--- config.mk ---
export PLATFORM = sky130hd
export DESIGN_NAME = shift_cmd_fifo
export DESIGN_NICKNAME = d
export VERILOG_FILES = /design/src/rtl/shift_pkg.sv /design/src/rtl/rot_shift_core.sv /design/src/rtl/shift_cmd_fifo.sv
export SDC_FILE = /design/constraint.sdc
export NUM_CORES = 1
export LEC_CHECK = 0
export CAP_MARGIN = 30
export CORE_MARGIN = 2
export CORE_UTILIZATION = 35
export DETAILED_ROUTE_END_ITERATION = 10
export GPL_ROUTABILITY_DRIVEN = 0
export RECOVER_POWER = 100
export SLEW_MARGIN = 25
export SYNTH_ARGS = -nofsm -noshare
export SYNTH_HDL_FRONTEND = slang
export SYNTH_SLANG_ARGS = --single-unit
--- constraint.sdc ---
create_clock -name clk -period 3.1 [get_ports clk]
set_input_delay 0.62 -clock clk [delete_from_list [all_inputs] [get_ports clk]]
set_output_delay 0.62 -clock clk [all_outputs]
set_load 0.01 [all_outputs]
--- src/rtl/shift_pkg.sv ---
// Shared definitions for the shift command FIFO and its combinational core.
package shift_pkg;

  localparam logic [1:0] MODE_SHL  = 2'b00;
  localparam logic [1:0] MODE_SHR  = 2'b01;
  localparam logic [1:0] MODE_ROTL = 2'b10;
  localparam logic [1:0] MODE_ROTR = 2'b11;

  localparam int CMD_N       = 4;
  localparam int CMD_SHIFT_W = $clog2(CMD_N);

  typedef struct packed {
    logic [CMD_N-1:0]       data;
    logic [CMD_SHIFT_W-1:0] shift;
    logic [1:0]             mode;
  } cmd_t;

endpackage

--- src/rtl/rot_shift_core.sv ---
// Combinational 4-mode shifter: logical shifts and rotates by a variable amount.
module rot_shift_core
  import shift_pkg::*;
#(
  parameter int N = 4
) (
  input  logic [N-1:0]         data,
  input  logic [$clog2(N)-1:0] shift,
  input  logic [1:0]           mode,
  output logic [N-1:0]         out
);

  localparam int SW = $clog2(N);

  // One extra bit so that N itself is representable when shift is zero.
  logic [SW:0] inv_shift;
  assign inv_shift = (SW+1)'(N) - {1'b0, shift};

  always_comb begin
    out = data;
    case (mode)
      MODE_SHL:  out = data << shift;
      MODE_SHR:  out = data >> shift;
      MODE_ROTL: out = (shift == '0) ? data : ((data << shift) | (data >> inv_shift));
      MODE_ROTR: out = (shift == '0) ? data : ((data >> shift) | (data << inv_shift));
      default:   out = data;
    endcase
  end

endmodule

--- src/rtl/shift_cmd_fifo.sv ---
// Handshaked command FIFO in front of rot_shift_core with a registered result stage.
module shift_cmd_fifo
  import shift_pkg::*;
#(
  parameter int N     = 4,
  parameter int DEPTH = 4
) (
  input  logic                       clk,
  input  logic                       rst_n,
  input  logic                       flush,
  input  logic                       in_valid,
  output logic                       in_ready,
  input  logic [N-1:0]               in_data,
  input  logic [$clog2(N)-1:0]       in_shift,
  input  logic [1:0]                 in_mode,
  output logic                       out_valid,
  input  logic                       out_ready,
  output logic [N-1:0]               out_data,
  output logic [1:0]                 out_mode,
  output logic [$clog2(DEPTH):0]     count
);

  localparam int SW = $clog2(N);
  localparam int PW = $clog2(DEPTH);
  localparam int CW = PW + 1;

  typedef struct packed {
    logic [N-1:0]  data;
    logic [SW-1:0] shift;
    logic [1:0]    mode;
  } entry_t;

  entry_t        mem [DEPTH];
  logic [PW-1:0] wr_ptr;
  logic [PW-1:0] rd_ptr;
  logic          push;
  logic          pop;
  entry_t        head;
  logic [N-1:0]  core_out;

  // Readiness comes only from the registered count; no pass-through when full.
  assign in_ready = (count < CW'(DEPTH));
  assign push     = in_valid && in_ready;
  assign pop      = (count != '0) && (!out_valid || out_ready);
  assign head     = mem[rd_ptr];

  rot_shift_core #(.N(N)) u_core (
    .data  (head.data),
    .shift (head.shift),
    .mode  (head.mode),
    .out   (core_out)
  );

  always_ff @(posedge clk) begin
    if (push && !flush) begin
      mem[wr_ptr] <= '{data: in_data, shift: in_shift, mode: in_mode};
    end
  end

  // Flush outranks any push or pop in the same cycle.
  always_ff @(posedge clk or negedge rst_n) begin
    if (!rst_n) begin
      count     <= '0;
      wr_ptr    <= '0;
      rd_ptr    <= '0;
      out_valid <= 1'b0;
      out_data  <= '0;
      out_mode  <= '0;
    end else if (flush) begin
      count     <= '0;
      wr_ptr    <= '0;
      rd_ptr    <= '0;
      out_valid <= 1'b0;
    end else begin
      if (push) wr_ptr <= wr_ptr + 1'b1;
      if (pop)  rd_ptr <= rd_ptr + 1'b1;
      case ({push, pop})
        2'b10:   count <= count + 1'b1;
        2'b01:   count <= count - 1'b1;
        default: count <= count;
      endcase
      if (pop) begin
        out_valid <= 1'b1;
        out_data  <= core_out;
        out_mode  <= head.mode;
      end else if (out_valid && out_ready) begin
        out_valid <= 1'b0;
      end
    end
  end

endmodule

Yosys cells after proc, flatten, opt, wreduce, memory -nomap -nowiden
Memory sizes are Yosys's and may differ from the RTL's.
Cells that the tools add are included.
- add/sub/neg operators: 5
- div/mod/pow operators: 0
- mux-type cells: 14
- order comparisons: 1
- bitwise operators: 3
- $mul: 0
- shift-type cells: 4
- reduce and logical (&&, ||, !) cells: 15
- equality and inequality tests: 5
- operator list (operator ; count):
    $pmux W4 S4 ; 1
    $reduce_bool A3 Y1 ; 3
    $mux W2 ; 4
    $mux W4 ; 2
    $or A4 B4 Y4 ; 2
    $eq A2 B2 Y1 const B ; 3
    $pmux W3 S2 ; 1
    $mux W1 ; 5
    $add A2 B1 Y2 const B ; 2
    $eq A2 B1 Y1 const B ; 2
    $logic_and A1 B1 Y1 ; 4
    $logic_not A2 Y1 ; 2
    $reduce_bool A2 Y1 ; 2
    $shl A4 B2 Y4 ; 1
    $shl A4 B3 Y4 ; 1
    $shr A4 B2 Y4 ; 1
    $shr A4 B3 Y4 ; 1
    $add A3 B1 Y3 const B ; 1
    $lt A3 B3 Y1 const B ; 1
    $mux W3 ; 1
    $sub A3 B1 Y3 const B ; 1
    $sub A3 B2 Y3 const A ; 1
    $logic_not A1 Y1 ; 2
    $reduce_and A2 Y1 ; 1
    other kinds (2) ; 2
- memories kept: 1
- output and inout port bits: 11
- bits in read-only memories: 0
- bits in registers: 14
- bits in latches: 0
- bits in writable memories: 32
- word-level logic and storage cells: 54
- input bits: 13
- memory list (name ; depth ; bits a word ; rd ports ; clocked after memory_dff ; write ports ; RTL line ; text):
    mem ; 4 ; 8 ; 1 ; 0 ; 1 ; shift_cmd_fifo.sv:33 ; entry_t mem [DEPTH];

Logic depth before layout (Yosys ltp)
Gate-level depths: netlist (run 1).
- word-level depth: 6
- gate-level depth with buffers: 12
- mapped depth without buffers: 8

Cells and area by module
Synthesis (run 1) repeated with hierarchy kept, for this count alone.
- cell total of the unflattened synthesis: 188
- area total of the unflattened synthesis: 2447.3 µm²
- modules (own cells, without submodules) (module ; cells an instance ; area each (µm²) ; sequential area each (µm²) ; instances):
    shift_cmd_fifo ; 109 ; 1918.1 ; 1311.3 ; 1
    rot_shift_core ; 79 ; 529.3 ; 0.0 ; 1

Worst setup path after synthesis (run 1)
Ideal clock, no wire load.
- path kind: reg-to-reg
- start: reg rd_ptr[0]
- end: reg out_data[3]
- data required time: 2.975 ns
- slack: 0.785 ns
- path buffers: 4
- stages on the path, launching flop included: 13
- arrival time: 2.190 ns
- library setup time: 0.125 ns
- clock period less this slack: 2.315 ns
- path through: dfrtp_1 buf_6 mux4_2 buf_6 buf_8 inv_1 ha_1 inv_1 clkbuf_1 o21ai_0 and3_1 a31oi_1 a21oi_1
- longest elaborated chain between the ends: 6
- elaborated cells between the ends (all ways): 16
- those cells by class: add/sub: 1; eq/ne: 3; shift: 4; mux: 3; bitwise: 2; reduce/logical: 2; memory: 1
- RTL lines (item ; RTL line ; text):
    start, declared ; shift_cmd_fifo.sv:35 ; logic [PW-1:0] rd_ptr;
    start signal, assigned ; shift_cmd_fifo.sv:76 ; if (pop) rd_ptr <= rd_ptr + 1'b1;
    $mem_v2 Z4 W8 (*) ; - ;
    $sub A3 B2 Y3 ; rot_shift_core.sv:17 ; assign inv_shift = (SW+1)'(N) - {1'b0, shift};
    $shl A4 B3 Y4 / $shr A4 B3 Y4 (equally long branches) ; rot_shift_core.sv:25, rot_shift_core.sv:24 ;
    $or A4 B4 Y4 (on tied branches) ; rot_shift_core.sv:25, rot_shift_core.sv:24 ;
    $mux W4 (on tied branches) ; rot_shift_core.sv:25, rot_shift_core.sv:24 ;
    $pmux W4 S4 (*) ; rot_shift_core.sv:21 ; case (mode)
    end signal, assigned ; shift_cmd_fifo.sv:84 ; out_data <= core_out;
    end, declared ; shift_cmd_fifo.sv:18 ; output logic [N-1:0] out_data,
Mark *: on every way between the ends. The rest lies on a longest branch, timed or not.
A chain may end at the register's enable or synchronous reset.

Final worst setup path (run 1)
- start: in in_valid
- end: mem mem[2][5] in the netlist's numbering, enable pin
- longest elaborated chain between the ends: 4
- RTL lines (item ; RTL line ; text):
    start, declared ; shift_cmd_fifo.sv:11 ; input logic in_valid,
    $logic_and A1 B1 Y1 ; shift_cmd_fifo.sv:43 ; assign push = in_valid && in_ready;
    $logic_and A1 B1 Y1 ; shift_cmd_fifo.sv:55 ; if (push && !flush) begin
    $mux W1 ; shift_cmd_fifo.sv:55 ;
    $mux W1 (not written as such) ; shift_cmd_fifo.sv:56 ; mem[wr_ptr] <= '{data: in_data, shift: in_shift, mode: in_mode};
    end, declared ; shift_cmd_fifo.sv:33 ;
No other way between the ends.

==> metrics.txt, run 1 <==
number of global-route vias before repair=between 1.5k and 2k; DR vias=~1.5k; Cell Chain, Critical Path=dlygate4sd3_1 -> nor2b_1 -> clkbuf_1 -> nor2b_1 -> and2_0; I/O Pins=24; FFs w/ async S/R, synth=slightly above 30%; leading area contributor after synthesis=edfxtp_1; HP Start=out_mode[1]; Buffers & Inverters on Critical Path=2; status=complete, no violations; reg2reg start=rd_ptr[0]; Post-synth EDFFs=32; Clock Tree Root=clkbuf_8; Die Wd=~86 um; Congestion Overflow GR=0; Vert. Die Dim=86.0 um; fillcell total=588; Final ANT Viol Nets=0; Hold WC Path Type=reg -> reg; RSZ-0062 raised after global routing=false; clock skew=0.00653 ns; DRT Wirelength=roughly 4.6 mm; post-cts resize count=0; fmax=~400 MHz; number of diodes=0; CP most frequent cell=nor2b_1; top-area cell type share of the netlist area=between 40 and 50%; CP Data Arrival Time=about 2.4 ns; Worst-Margin Slew=between 0.6 and 0.7 ns; number of port buffers=23; Slew Limit Fails=0; Slew HR=a little over half; Place WS=approximately 0.66 ns; CP Class=in -> reg; CTS Hold Bufs=0; Power, Total=between 2 and 2.5 mW; CTS tree=done; initial antenna violation count=0; register area share after synthesis=approximately 56%; PwrDens=around 900 nW/um2; Die ar.=~7400 um2; first-pass GRT wire length=roughly 7.6 mm; Critical Path Source Type=primary input; Inst Count DP=279; Synth Warn #=0; Lkg Pwr=between 1 and 1.5 nW; number of detailed-route iterations in the first pass=6; MaxCap Viol Count=0; number of synthesized register bits=46; synthesized instance count=between 150 and 200; crit end category=flop; final hold slack=0.488 ns; share of layout cells above drive strength 1=around 11%; Post-synth top flop=edfxtp_1; H-tree levels=2; post-synthesis cell type count=49; CP startpoint=in_valid; Avg Inst Size Synth=about 13 um2; Period Utilization, post-route=between 80 and 90%; pin count of the biggest net entering global routing=17; GRT Util Overall=13.6%; Longest Clk Path Bufs=2; synth top area cells=edfxtp_1, dfrtp_1, mux4_2; Sinks on Clock Net=46; Initial Utilization=36.7%; Setup violations, final=0; Synthesized Nets=201; Final min period=between 2 and 2.5 ns; final worst setup slack=0.603 ns; core area=~6400 um2; CTS buffer count=5; number of DRC markers in iteration 0=79; final-report hold violation count=0; VDD IR-drop max=about 0.32 mV; number of cell rows=29; Skew-Pair Late Insertion Delay=around 0.29 ns; Largest stage delay, worst path=around 0.57 ns; mapped cell area=2360 um2; Worst-path clk slew=approximately 0.090 ns; CP Max Fanout=8; Via density=5.29; number of post-CTS setup repair buffers=0; Wirelength per Cell=between 15 and 20 um; crit path max-delay cell type=dlygate4sd3_1; largest delay contributor family on the critical path=simple AND/OR/NAND/NOR gates; setup TNS=0 ns; HPWL Detailed=roughly 3.4 mm; Final nets=around 230; DRC viols=0; Post-Layout Cell Count=approximately 290; Area Overhead vs Synth=18.5%; Worst Path Required=around 3 ns
-- cell usage after synthesis (4+ instances only) --
cell	instances
o21ai_0	11
edfxtp_1	32
ha_1	5
nand2_1	10
nor3_1	4
a21oi_1	6
and2_1	6
nor2_1	14
mux4_2	7
dfrtp_1	14
clkbuf_1	4
inv_1	8
nor2b_1	5
mux2i_1	8
-- registers in the layout (all words and copies together) (netlist names) --
| register | cells |
|---|---|
| mem | 32 |
| out_mode | 2 |
| rd_ptr | 2 |
| count | 3 |
| out_data | 4 |
| wr_ptr | 2 |
| out_valid | 1 |
-- final timing paths --
kind / to / slack (ns) / cells after the start
max: mem[2][5] / 0.60 / 5
min: out_mode[1] / 0.49 / 2
max reg2reg: out_data[1] / 0.74 / 8
min reg2reg: out_mode[1] / 0.49 / 2
max in group asynchronous: wr_ptr[0] / 1.86 / 1
min in group asynchronous: out_mode[1] / 0.80 / 1
-- cell families after synthesis --
family	count (synthesis)	share of synthesized area [%]
mux	18	12.7
buf+inv	18	4.14
xor+xnor	5	1.86
fa+ha+maj	6	3.51
flops	46	55.7
compound gates	40	11.6
simple gates	49	10.5
-- layout by cell type, fill, tap and decap left out, drive strengths merged, types with 2 or more instances in the layout --
master,count
mux4,8
clkbuf,7
o31ai,2
dfrtp,14
xnor2,3
ha,5
and2,6
dlygate4sd3,22
o21ai,11
inv,8
buf,5
xor2,2
mux2i,10
edfxtp,32
nor2,14
nor2b,5
bufinv,2
nand2,10
o211ai,4
nor3,4
nand2b,2
a21oi,6
a211oi,2
a31oi,3
-- per-stage QoR --
step / utilization, % / area [um2]
5_1_grt: 43.5 / 2790
4_1_cts: 43.6 / 2800
3_5_place_dp: 41.5 / 2670
6_report: 43.5 / 2790
2_1_floorplan: - / 2360
3_3_place_gp: 41.5 / 2670
-- layout make-up --
cell class,count,area [um2],share of cell area [%]
Sequential cell,46,1310,47.0
Multi-Input combinational cell,118,947,33.9
Timing Repair Buffer,30,275,9.86
Tap cell,77,96.3,3.45
Clock buffer,5,68.8,2.46
Clock inverter,3,63.8,2.28
Inverter,8,30.0,1.08
-- report_power, final --
group | switching (mW) | internal (mW) | leakage (nW)
clock | 0.191 | 0.319 | 0.0658
combinational | 0.623 | 0.487 | 0.490
sequential | 0.0661 | 0.759 | 0.467
-- worst register-to-register path, stage by stage (launching register included) --
cell      delay, ns
dfrtp_1        0.43
mux4_2         0.54
inv_1          0.16
ha_1           0.30
inv_1          0.12
o21ai_0        0.17
a221oi_1       0.10
a211oi_1       0.28
o32ai_1        0.14
-- per-layer routing --
layer | track usage (%) | vias to the layer above | part of all wire [%]
met4 | 6.06 | 0 | 1.6
met5 | 0 | - | 0
li1 | - | 737 | -
met1 | 17.0 | 738 | 43
met2 | 22.3 | 38 | 51
met3 | 3.27 | 6 | 3.5
Note: power is estimated with default switching activity, not from simulation.
==> inputs of run 2 (changes only) <==
- clock period: 3.1 -> 2.6 ns (I/O delays scaled with it)
==> run 2 against run 1 <==
Effect of this change:
- count of clock-buffer cells in the layout did not move
- design area rose by 0.27%
- wire length rose by 0.78%
- via count rose by 1.6%
- worst hold slack got worse by 0.0066 ns
- sequential cell count did not move
- combinational power rose by 23%
- critical path depth rose by 1
- sequential share of layout area fell by 0.13 points
- critical endpoint is now out_data[0]
- largest cell class unchanged
==> metrics.txt, run 2 (synthesized netlist as in run 1, its figures left out) <==
status=complete, no violations; DR vias=between 1.5k and 2k; CP Class=reg -> reg; HPWL Detailed=3.31 mm; R2R Setup Slk=0.39 ns; Largest stage delay, worst path=approximately 0.73 ns; Sinks on Clock Net=46; Largest Register=mem; Congestion Overflow GR=0; number of diodes=0; Slew HR=54.8%; first-pass GRT wire length=~7.7 mm; Power, Total=2.78 mW; Inst Count DP=approximately 290; RSZ-0062 raised after global routing=false; Vert. Die Dim=about 86 um; clock share of power=16.1%; CTS tree=done; H-tree levels=2; post-layout util=43.6%; Worst Path Required=2.78 ns; most common cell after layout, fill and taps aside=edfxtp_1; final hold slack=about 0.48 ns; Final ANT Viol Nets=0; power share of the combinational group=48.7%; Via density=5.23; number of cell rows=29; most frequent cells in the layout=edfxtp_1, dlygate4sd3_1, nor2_1, dfrtp_1, o21ai_0; Final min period=approximately 2.2 ns; DRC viols=0; core area=roughly 6400 um2; MaxCap Viol Count=0; CP Data Arrival Time=approximately 2.4 ns; Place WS=0.308 ns; setup TNS=0 ns; crit path max-delay cell type=mux4_1; Wirelength per Cell=roughly 16 um; Buffers & Inverters on Critical Path=1; number of global-route vias before repair=between 1.5k and 2k; Slew Limit Fails=0; DRT Wirelength=around 4.7 mm; Final nets=roughly 240; Critical Path Source Type=flop; Initial Utilization=36.7%; Hold WC Path Type=reg -> reg; number of detailed-route iterations in the first pass=4; number of post-CTS setup repair buffers=0; fmax=452 MHz; Lkg Pwr=around 1.0 nW; PwrDens=994 nW/um2; clock skew=~0.007 ns; CTS Hold Bufs=0; final worst setup slack=0.388 ns; pin count of the biggest net entering global routing=17; number of DRC markers in iteration 0=87; number of port buffers=23; max FFs per register=32; Cell Int Power=around 1.7 mW; top flop regs=mem: 32 flops, out_data: 4 flops, count: 3 flops; fillcell total=~600; I/O Pins=24; initial antenna violation count=0; share of layout cells above drive strength 1=14.2%; Post-Layout Cell Count=295; Cell Chain, Critical Path=buf_4 -> mux4_1 -> mux2i_4 -> o221ai_1 -> a21oi_1 -> a31oi_1; Period Utilization, post-route=85.1%; Die Wd=between 80 and 90 um; Worst-path clk slew=around 0.09 ns; Longest Clk Path Bufs=2; CTS buffer count=5; largest delay contributor family on the critical path=multiplexers; final instance area=about 2800 um2; DP Area=around 2700 um2; CP Max Fanout=6; final-report hold violation count=0; GRT Util Overall=a little over an eighth; crit end category=flop; Worst-Margin Slew=about 0.68 ns; VDD IR-drop max=about 0.36 mV; Setup violations, final=0; share of power burned in registers=35.2%; Clock Tree Root=clkbuf_8; switching share of power=a little under 40%; post-cts resize count=0; Skew-Pair Late Insertion Delay=~0.30 ns; switching power=1.08 mW; Area Overhead vs Synth=18.9%; Die ar.=~7400 um2
-- run 2: power by group through the flow --
stage / clock, mW / sequential, mW / combinational [mW]
6_report: 0.447 / 0.980 / 1.36
5_1_grt: 0.492 / 0.996 / 1.49
4_1_cts: 0.466 / 0.986 / 1.41
3_5_place_dp: 0 / 1.00 / 1.40
3_3_place_gp: 0 / 0.999 / 1.40
2_1_floorplan: 0 / 1.01 / 0.954
-- run 2: worst paths after layout --
check	from	to	cells past startpoint
setup / recovery	rd_ptr[0]	out_data[0]	6
hold / removal	out_mode[1]	out_mode[1]	2
setup reg to reg	rd_ptr[0]	out_data[0]	6
hold reg to reg	out_mode[1]	out_mode[1]	2
max in group asynchronous	rst_n	rd_ptr[0]	1
min in group asynchronous	rst_n	out_mode[0]	1
-- run 2: tightest hold or removal path: cells and delay by family, from the launching register on --
kind | cells | cell delay (ns)
flip-flops | 1 | 0.35
AND/OR/NAND/NOR | 2 | 0.10
-- run 2: final cells by class --
type,count,area (um2),share of cell area (%)
inverter,8,30.0,1.07
sequential,46,1310,46.8
multi-input combinational,118,947,33.8
clock inverter,3,25.0,0.894
timing repair buffer,38,322,11.5
tap,77,96.3,3.44
clock buffer,5,68.8,2.46
-- run 2: routing by layer --
layer | global-route usage (%) | wire length [um]
met1 | 17.1 | 2040
met2 | 23.3 | 2400
met3 | 2.69 | 133
met4 | 5.63 | 74
met5 | 0 | 0
==> inputs of run 3 (changes only) <==
- clock period: 2.6 -> 2.3 ns (I/O delays scaled with it)
==> run 3 against run 2 <==
Effect of this change:
- wire length shrank 1.9%
- sequential power increased by 12%
- die area did not move
- design area increased by 1.4%
- worst hold slack got worse by 0.0086 ns
- register-to-register slack worse by 0.22 ns
- via count grew 2.3%
- combinational power rose by 17%
- critical path depth rose by 1
- largest cell class unchanged
- largest power group unchanged
==> metrics.txt, run 3 (synthesized netlist as in run 1, its figures left out) <==
Critical Path Source Type=flop; met1 GRT Util=roughly 18%; Area Overhead vs Synth=20.6%; Cell Chain, Critical Path=buf_4 -> mux4_2 -> clkbuf_2 -> mux2i_1 -> mux2i_1 -> a21oi_1 -> o211ai_1; Lkg Pwr=1.07 nW; Place WS=about 0.038 ns; VDD IR-drop max=between 0.4 and 0.5 mV; Worst Path Required=about 2.5 ns; most common cell after layout, fill and taps aside=edfxtp_1; initial antenna violation count=0; Clock Tree Root=clkbuf_8; Buffers & Inverters on Critical Path=2; Die ar.=~7400 um2; Longest Clk Path Bufs=2; Final nets=between 200 and 250; worst reg-to-reg path cell count=7; Slew Limit Fails=0; Period Utilization, post-route=between 90% and 100%; Wirelength per Cell=around 15 um; final worst setup slack=around 0.17 ns; crit end category=flop; R2R Setup Slk=around 0.17 ns; CP Class=reg -> reg; Final min period=around 2.1 ns; share of layout cells above drive strength 1=about 17%; CP endpoint=out_data[2]; Final ANT Viol Nets=0; DRT Wirelength=4.56 mm; number of diodes=0; number of cell rows=29; number of DRC markers in iteration 0=62; crit path max-delay cell type=mux4_2; DRC viols=0; met3 Usage GRT=under 10%; Skew-Pair Late Insertion Delay=about 0.29 ns; Largest stage delay, worst path=roughly 0.59 ns; Slew HR=a little over half; status=complete, no violations; final-report hold violation count=0; most frequent cells in the layout=edfxtp_1, dlygate4sd3_1, nor2_1, buf_4, dfrtp_1; CP startpoint=rd_ptr[0]; CP Data Arrival Time=around 2.3 ns; reg2reg start=rd_ptr[0]; pin count of the biggest net entering global routing=17; CP most frequent cell=mux2i_1; first-pass GRT wire length=7.69 mm; clock skew=0.00577 ns; register area=approximately 1300 um2; max FFs per register=32; number of detailed-route iterations in the first pass=6; Hold WC Path Type=reg -> reg; CTS buffer count=5; MaxCap Viol Count=0; I/O Pins=24; Setup violations, final=0; Die Wd=86.0 um; fmax=469 MHz; CP Max Fanout=7; Congestion Overflow GR=0; DP Area=between 2000 and 3000 um2; Vert. Die Dim=86.0 um; HPWL Detailed=approximately 3.3 mm; GRT Util Overall=about an eighth; DR vias=about 1.6k; Power, Total=between 3 and 4 mW; Initial Utilization=36.7%; CTS tree=done; GRT busiest layer=met2; largest delay contributor family on the critical path=multiplexers; Worst-path clk slew=0.09 ns; top flop regs=mem: 32 flops, out_data: 4 flops, count: 3 flops; multi-input logic area=~940 um2; H-tree levels=2; core area=roughly 6400 um2; fillcell total=between 500 and 600; Worst path depth=7; Largest Register=mem; RSZ-0062 raised after global routing=false; Sinks on Clock Net=46; CTS Hold Bufs=0; PwrDens=between 1000 and 1500 nW/um2; number of global-route vias before repair=between 1.5k and 2k; final instance area=roughly 2800 um2; r2r endpoint=out_data[2]; number of port buffers=23; Worst-Margin Slew=0.712 ns; Global Route met2 Usage=between 20% and 30%; Via density=5.23
run 3: what timing repair did:
item / CTS / global route
setup endpoints to repair: 0 / 4
buffers inserted: 0 / 1
resized for setup: 0 / 3
run 3: cell type report:
type                            count  share of cell area [%]
Sequential cell                    46                    46.2
Timing Repair Buffer               45                    13.1
Tap cell                           77                    3.39
Multi-Input combinational cell    118                    33.2
Clock buffer                        6                    2.56
Clock inverter                      2                   0.485
Inverter                            8                    1.06
run 3: per-stage QoR:
stage / std cells / hold WS [ns] / setup TNS [ns] / utilization, %
detailed placement: 293 / 0.467 / 0 / 43.2
finish: 302 / 0.473 / 0 / 44.2
CTS: 301 / 0.485 / 0 / 44.5
global placement: 293 / 0.461 / 0 / 43.2
global route: 302 / 0.498 / 0 / 44.2
floorplan: 182 / 0.164 / -0.00984 / -
run 3: worst min path at each step:
stage / from / end / slack (ns) / depth (start not counted)
floorplan: rst_n / count[0] / 0.16 / 0
global placement: out_mode[1] / out_mode[1] / 0.46 / 2
detailed placement: out_mode[1] / out_mode[1] / 0.47 / 2
CTS: out_mode[1] / out_mode[1] / 0.48 / 2
global route: out_mode[1] / out_mode[1] / 0.50 / 2
finish: out_mode[1] / out_mode[1] / 0.47 / 2
run 3: worst min-delay path: cells and delay by family, from the launching register on:
family        cells  cell delay [ns]
simple gates      2             0.10
flops             1             0.34
run 3: metal layers:
metal / part of all wire (%) / up-vias / routed length (um)
met5: 0 / - / 0
met4: 1.1 / 0 / 51
met3: 4.0 / 5 / 184
met2: 50 / 33 / 2260
met1: 45 / 773 / 2070
li1: - / 767 / -
run 3: power by group:
part	leakage, nW	total, mW	switching [mW]	internal (mW)
registers	0.465	1.10	0.0815	1.02
logic	0.555	1.59	0.847	0.747
clock network	0.0452	0.482	0.267	0.215
total	1.07	3.18	1.20	1.98
